**src/rtl/alu_pkg.sv**
```systemverilog
// Shared definitions for the ALU command driver: op-codes, ALU latency,
// result type and a reference model of the ALU arithmetic.
package alu_pkg;

  localparam logic [1:0] OP_ADD = 2'b00;
  localparam logic [1:0] OP_SUB = 2'b01;
  localparam logic [1:0] OP_AND = 2'b10;
  localparam logic [1:0] OP_OR  = 2'b11;

  localparam int ALU_LATENCY = 1;

  typedef struct packed {
    logic       c;
    logic [7:0] y;
  } alu_res_t;

  // Sub uses the 8-bit two's complement of B, so B=0 yields no carry.
  function automatic alu_res_t alu_ref(input logic [7:0] a,
                                       input logic [7:0] b,
                                       input logic [1:0] sel);
    logic [7:0] nb;
    logic [8:0] s;
    nb = ~b + 8'd1;
    case (sel)
      OP_ADD:  s = {1'b0, a} + {1'b0, b};
      OP_SUB:  s = {1'b0, a} + {1'b0, nb};
      OP_AND:  s = {1'b0, a & b};
      default: s = {1'b0, a | b};
    endcase
    return alu_res_t'(s);
  endfunction

endpackage

```
**src/rtl/alu_rsp_fifo.sv**
```systemverilog
// Show-ahead response FIFO with occupancy count; when empty the output
// holds the last entry popped (zero after reset).
module alu_rsp_fifo #(
  parameter int DEPTH = 4,
  parameter int W     = 11
) (
  input  logic                       clk,
  input  logic                       rst,
  input  logic                       push,
  input  logic [W-1:0]               push_dat,
  input  logic                       pop,
  output logic [W-1:0]               head_dat,
  output logic [$clog2(DEPTH):0]     count
);

  localparam int AW = $clog2(DEPTH);
  localparam int CW = AW + 1;

  logic [W-1:0]  mem [DEPTH];
  logic [AW-1:0] wr_ptr;
  logic [AW-1:0] rd_ptr;
  logic [W-1:0]  hold_q;
  logic          pop_ok;

  assign pop_ok   = pop & (count != '0);
  assign head_dat = (count != '0) ? mem[rd_ptr] : hold_q;

  always_ff @(posedge clk) begin
    if (push) mem[wr_ptr] <= push_dat;
  end

  always_ff @(posedge clk or negedge rst) begin
    if (!rst) begin
      wr_ptr <= '0;
      rd_ptr <= '0;
      count  <= '0;
      hold_q <= '0;
    end else begin
      if (push) wr_ptr <= wr_ptr + AW'(1);
      if (pop_ok) begin
        rd_ptr <= rd_ptr + AW'(1);
        hold_q <= mem[rd_ptr];
      end
      case ({push, pop_ok})
        2'b10:   count <= count + CW'(1);
        2'b01:   count <= count - CW'(1);
        default: count <= count;
      endcase
    end
  end

endmodule

```
**src/rtl/alu_cmd_driver.sv**
```systemverilog
// Drives commands into the registered ALU and buffers {C,Y,tag} results in order.
// Optional result checker enabled by defining ALU_CHECK_EN.
module alu_cmd_driver
  import alu_pkg::*;
#(
  parameter int DEPTH = 4,
  parameter int TAG_W = 2
) (
  input  logic             clk,
  input  logic             rst,
  input  logic             cmd_valid,
  output logic             cmd_ready,
  input  logic [7:0]       cmd_a,
  input  logic [7:0]       cmd_b,
  input  logic [1:0]       cmd_sel,
  input  logic [TAG_W-1:0] cmd_tag,
  output logic [7:0]       alu_a,
  output logic [7:0]       alu_b,
  output logic [1:0]       alu_sel,
  input  logic [7:0]       alu_y,
  input  logic             alu_c,
  output logic             rsp_valid,
  input  logic             rsp_ready,
  output logic [7:0]       rsp_y,
  output logic             rsp_c,
  output logic [TAG_W-1:0] rsp_tag,
  output logic             busy
`ifdef ALU_CHECK_EN
  ,
  output logic             chk_err,
  output logic [7:0]       chk_cnt
`endif
);

  localparam int CW = $clog2(DEPTH) + 1;
  localparam int SW = CW + 1;

  typedef struct packed {
    logic             c;
    logic [7:0]       y;
    logic [TAG_W-1:0] tag;
  } rsp_t;

  logic             s1, s2;
  logic [TAG_W-1:0] tag1, tag2;
  logic             hs;
  logic [CW-1:0]    count;
  logic [SW-1:0]    inflight;
  rsp_t             push_dat;
  rsp_t             head;

  // Every accepted command owns a FIFO slot until its response is popped.
  assign inflight  = SW'(count) + SW'(s1) + SW'(s2);
  assign cmd_ready = rst & (inflight < SW'(DEPTH));
  assign hs        = cmd_valid & cmd_ready;

  always_ff @(posedge clk or negedge rst) begin
    if (!rst) begin
      alu_a   <= '0;
      alu_b   <= '0;
      alu_sel <= '0;
      s1      <= 1'b0;
      s2      <= 1'b0;
      tag1    <= '0;
      tag2    <= '0;
    end else begin
      s1   <= hs;
      s2   <= s1;
      tag2 <= tag1;
      if (hs) begin
        alu_a   <= cmd_a;
        alu_b   <= cmd_b;
        alu_sel <= cmd_sel;
        tag1    <= cmd_tag;
      end
    end
  end

  assign push_dat = '{c: alu_c, y: alu_y, tag: tag2};

  alu_rsp_fifo #(
    .DEPTH (DEPTH),
    .W     ($bits(rsp_t))
  ) u_fifo (
    .clk      (clk),
    .rst      (rst),
    .push     (s2),
    .push_dat (push_dat),
    .pop      (rsp_ready),
    .head_dat (head),
    .count    (count)
  );

  assign rsp_valid = (count != '0);
  assign rsp_y     = head.y;
  assign rsp_c     = head.c;
  assign rsp_tag   = head.tag;
  assign busy      = s1 | s2 | (count != '0);

`ifdef ALU_CHECK_EN
  alu_res_t exp2;

  // Expected result is taken from the held stage-1 operands, aligned with s2.
  always_ff @(posedge clk or negedge rst) begin
    if (!rst) begin
      exp2    <= '0;
      chk_err <= 1'b0;
      chk_cnt <= '0;
    end else begin
      exp2 <= alu_ref(alu_a, alu_b, alu_sel);
      if (s2 && ({alu_c, alu_y} != exp2)) begin
        chk_err <= 1'b1;
        if (chk_cnt != 8'hFF) chk_cnt <= chk_cnt + 8'd1;
      end
    end
  end
`endif

endmodule
```
**config.mk**
```make
export PLATFORM = sky130hd
export DESIGN_NAME = alu_cmd_driver
export DESIGN_NICKNAME = d
export VERILOG_FILES = /design/src/rtl/alu_pkg.sv /design/src/rtl/alu_rsp_fifo.sv /design/src/rtl/alu_cmd_driver.sv
export SDC_FILE = /design/constraint.sdc
export NUM_CORES = 1
export LEC_CHECK = 0
export CAP_MARGIN = 15
export CORE_MARGIN = 4
export CORE_UTILIZATION = 30
export CTS_CLUSTER_SIZE = 28
export DETAILED_ROUTE_END_ITERATION = 6
export SYNTH_ARGS = -nofsm -noshare
export SYNTH_HDL_FRONTEND = slang
export SYNTH_SLANG_ARGS = --single-unit
export TNS_END_PERCENT = 5
```
**constraint.sdc**
```tcl
create_clock -name clk -period 4.1 [get_ports clk]
set_input_delay 0.41 -clock clk [delete_from_list [all_inputs] [get_ports clk]]
set_output_delay 0.41 -clock clk [all_outputs]
set_load 0.005 [all_outputs]
```
-- After elaboration in Yosys (flattened, before gate mapping)
Memory sizes are Yosys's and may differ from the RTL's.
Index checks and enable logic that the tools add are counted.
- output and inout port bits: 32
- memories: 1
- word-level logic and storage cells: 32
- RAM bits: 44
- register bits after elaboration: 42
- magnitude comparators: 1
- bitwise gates (word level): 5
- multiplexer cells: 4
- add/subtract/negate cells: 6
- reduce and logical (&&, ||, !) cells: 2
- eq/ne operators: 2
- memory list (name ; words ; bits a word ; read ports ; clocked after memory_dff ; wr ports ; line ; RTL):
    u_fifo.mem ; 4 ; 11 ; 1 ; 0 ; 1 ; alu_rsp_fifo.sv:19 ; logic [W-1:0] mem [DEPTH];
- operators by type and width (operator ; number):
    $mux W11 ; 1
    $pmux W3 S2 ; 1
    $add A2 B1 Y2 const B ; 2
    $add A3 B1 Y4 ; 1
    $add A4 B1 Y4 ; 1
    $lt A4 B3 Y1 const B ; 1
    $add A3 B1 Y3 const B ; 1
    $and A1 B1 Y1 ; 3
    $reduce_bool A3 Y1 ; 1
    $sub A3 B1 Y3 const B ; 1
    $eq A2 B1 Y1 const B ; 1
    $eq A2 B2 Y1 const B ; 1
    $mux W1 ; 2
    $or A1 B1 Y1 ; 2
    $reduce_bool A2 Y1 ; 1

-- Logic depth before layout (Yosys ltp)
- word-level depth: 5
- depth in mapped cells: 11

-- Cells and area by module
From an unflattened synthesis, not the netlist that was laid out.
- cell total of the unflattened synthesis: 183
- area total of the unflattened synthesis: 3507.1 µm²
- modules (own cells, without submodules) (module ; cells an instance ; times used ; sequential area each (µm²) ; area an instance (µm²)):
    alu_rsp_fifo ; 128 ; 1 ; 1771.7 ; 2527.4
    alu_cmd_driver ; 55 ; 1 ; 600.6 ; 979.7

-- Least setup slack after synthesis
Ideal clock, no wire load.
- path type: register -> register
- start point: register u_fifo.count[0]
- end point: register u_fifo.count[2]
- clock period less this slack: 2.129 ns
- setup slack: 1.971 ns
- cell stages (with the launch flop): 12
- buffers on the path: 3
- required time: 3.978 ns
- arrival time: 2.007 ns
- cell sequence: dfrtp_1 > or3_1 > buf_6 > and2_4 > buf_6 > buf_12 > ha_1 > inv_1 > fa_1 > xor2_1 > nor2_1 > xnor2_1
- word-level cells in the longest chain between the ends: 4
- elaborated cells between the ends (all ways): 8
- those cells by class: add/sub: 2; eq/ne: 2; mux: 1; bitwise: 1; reduce/logical: 2
- RTL lines (what ; line ; RTL):
    from (decl) ; alu_rsp_fifo.sv:13 ; output logic [$clog2(DEPTH):0] count
    from (signal assigned) ; alu_rsp_fifo.sv:45 ; 2'b10: count <= count + CW'(1);
    from (signal assigned) ; alu_rsp_fifo.sv:46 ; 2'b01: count <= count - CW'(1);
    from (signal assigned) ; alu_rsp_fifo.sv:47 ; default: count <= count;
    $reduce_bool A3 Y1 * ; alu_rsp_fifo.sv:25 ; assign pop_ok = pop & (count != '0);
    $and A1 B1 Y1 * ; alu_rsp_fifo.sv:25 ;
    net u_fifo.pop_ok ; alu_rsp_fifo.sv:23 ; logic pop_ok;
    $eq A2 B1 Y1 or $eq A2 B2 Y1 (tied branches) ; alu_rsp_fifo.sv:44 ; case ({push, pop_ok})
    $pmux W3 S2 or $reduce_bool A2 Y1 (tied branches) ; -- ;
The timed path passes the listed nets; every way through them passes the cells marked *.
A chain may end at the register's enable or synchronous reset.

-- Final worst setup path
- start point: register u_fifo.rd_ptr[0]
- end point: output port rsp_tag[0]
- word-level cells in the longest chain between the ends: 2
- RTL lines (what ; line ; RTL):
    from (decl) ; alu_rsp_fifo.sv:21 ; logic [AW-1:0] rd_ptr;
    from (signal assigned) ; alu_rsp_fifo.sv:41 ; rd_ptr <= rd_ptr + AW'(1);
    $mem_v2 Z4 W11 ; -- ;
    $mux W11 ; alu_rsp_fifo.sv:26 ; assign head_dat = (count != '0) ? mem[rd_ptr] : hold_q;
    to (decl) ; alu_cmd_driver.sv:26 ; output logic [TAG_W-1:0] rsp_tag,
Every way passes these cells.

==> results.toml <==
[route]
post_drt_via_cell_ratio = 4.42
drt_pass1_iterations = 4
avgRoutedWirePerCell_um = 15.8
ant_nets = 0
drc_errors = 0
vias = 1746
wl_um = 6230
drtIter0Drc = 31

[logic_synthesis]
synth_compound_area_share_pct = 0.903
synthMuxAreaShare_pct = 21.9
synth_common_cells = "edfxtp_1 (44), dfrtp_1 (42), mux2_2 (34)"
ys_ff_latch = 86
synthDistinctLibCells = 26
synth.most_common_cell = "edfxtp_1"
synth-adder-area-share_pct = 2.74
ys_top_cells_by_area = "edfxtp_1 (38%), dfrtp_1 (30%), mux2_2 (11%)"
synthesis.nets = 223
synth.avg_cell_area_um2 = 18.9
synthFlopType = "edfxtp_1"
synth.top_cell.area_share_pct = 38.1
synth_xor_area_share_pct = 1.52
synth-edff-count = 44
syn-cell-area_um2 = 3470
synth_top_family_by_area = "multiplexers"
yosys_warnings = 0
synth_seq_area_share_pct = 68.4
yosys.area.top_type = "edfxtp_1"
syn_inst = 183
async_flop_share_pct = 48.8
synth_simple_gate_area_share_pct = 1.70

[cells_and_area]
fillers = 1047
area_growth_pct = 30.2
nets = 290
final_core_util_pct = 40.7
drive_above_1_share_pct = 28.2
n_antenna_cell = 0

[setup_path]
start_kind = "flop"
crit_type = "flop to output port"
cp.required_ps = 3690
reg2reg_depth = 8
endpoint_kind = "output port"
critPathMaxFanout = 13
worstPathCellList = "mux4_2, mux2_2, clkdlybuf4s50_1"
startpoint = "u_fifo.rd_ptr[0]"
r2r-end = "u_fifo.count[2]"
crit_arrival_ps = 2560
cp_slowest_stage_delay_ps = 860
reg2reg_slack_ps = 1510
reg2reg_from = "u_fifo.count[0]"
cpMaxStageDelayCell = "dfrtp_1"

[flow_run]
cap_violations = 0

[timing]
relSlewSlack_pct = 36.6
skew_ps = 11.3
fin_crit_ps = 2970
tns_ps = 0
slew_viol_final = 0
final_hold_viol_count = 0
finalSetupViolCount = 0
hold_ws_ps = 222
fmax_ghz = 0.337
period_share_pct = 72.4
worst_pin_slew_ps = 951
rsz0062_at_grt = "false"

[hold_path]
hp-class = "input pin to async pin"

[power_and_ir_drop]
powerDensity_nw_per_um2 = 716
vdd_ir_drop_max_v = 0.000244
leakagePower_uw = 0.00172

[floorplanning]
die_area_um2 = 13300
start_util_pct = 31.3
coreArea_um2 = 11100
dieHeight_um = 115
fp.dieW_um = 115
fp-row-count = 38
io_pins = 65

[clock_network]
cts_hold_buf = 0
numCtsBuffers = 9
clock_sinks = 86
cts_resized = 0
cts_tree = "yes"
clk-insertion-delay-late_ps = 340
h-tree-depth = 3
clockBufferDepth = 2
clkSlewWorstSetupHoldPaths_ps = 80
root_buffer = "clkbuf_16"
cts_setup_buffers = 0

[grt]
antenna_found_initial = 0
grt_pass1_vias = 1922
grt_pass1_wl_um = 10300
grt-ovfl-total = 0
grt_max_degree = 44
grt_usage_pct = 10.3

[placement]
globalplace.congestion = 0.661
hpwl_um = 4100
port_buffers = 64

[outcome]
status = "finished, final reports clean"
## cell families after synthesis
logic type      after synthesis
flops                        86
simple gates                 10
compound gates                4
buf+inv                      16
mux                          54
xor+xnor                      6
fa+ha+maj                     7
## worst max-delay path by stage
stage | endpoint | slack [ps]
final | rsp_tag[0] | 1130
after global routing | rsp_tag[0] | 930
after CTS | rsp_tag[0] | 1060
after detailed placement | rsp_tag[0] | 1430
after global placement | rsp_tag[0] | 1430
after floorplan | u_fifo.count[2] | 1970
## placed cells by master (no fill, tap or decap), drive strengths merged, types with 2 or more instances in the layout
cell type	Yosys	layout
or3	2	2
edfxtp	44	44
clkdlybuf4s50	0	63
mux4	11	11
and2	5	5
xor2	3	3
dfrtp	42	42
inv	7	12
buf	7	2
xnor2	3	3
clkbuf	2	9
mux2	42	42
ha	6	6
clkinv	0	2
## stage by stage
step	instances	instance area (µm²)	setup slack [ps]	total power [µW]
final	395	4510	1130	3230
after global routing	395	4510	933	3450
after CTS	395	4510	1060	3290
after detailed placement	379	4220	1430	2470
after global placement	379	4220	1430	2450
after floorplan	183	3470	1970	1950
## registers in the layout, summed over array words and instances (netlist names)
signal and cells:
u_fifo.hold_q 11, tag1 2, alu_sel 2, u_fifo.mem 44, u_fifo.count 3, s2 1, tag2 2, alu_a 8
alu_b 8, s1 1, u_fifo.rd_ptr 2, u_fifo.wr_ptr 2
## critical path: cells and delay by family, from the launching register on
| family | cells | cell delay [ps] |
|---|---|---|
| muxes | 2 | 890 |
| DFF | 1 | 860 |
| buffers and inverters | 1 | 470 |
## power by group
part | leakage (µW) | switching [µW] | internal [µW]
registers | 0.000896 | 179 | 1160
clock network | 0.000148 | 375 | 432
logic | 0.000671 | 343 | 736
total | 0.00172 | 897 | 2330
## per-layer routing
metal	part of all wire, %	track usage [%]	vias to the layer above
met1	45	13.8	879
met2	48	15.5	38
li1	-	-	823
met5	0	0	-
met4	1.6	3.76	0
met3	5.2	3.55	6
## cell type report
cell class / instances / area [µm²] / share of cell area, %
Multi-Input combinational cell: 81 / 998 / 22.1
Tap cell: 140 / 175 / 3.88
Timing Repair Buffer: 65 / 643 / 14.3
Clock inverter: 7 / 71.3 / 1.58
Sequential cell: 86 / 2370 / 52.6
Inverter: 7 / 26.3 / 0.582
Clock buffer: 9 / 225 / 4.99
Note: power is estimated with default switching activity, not from simulation.
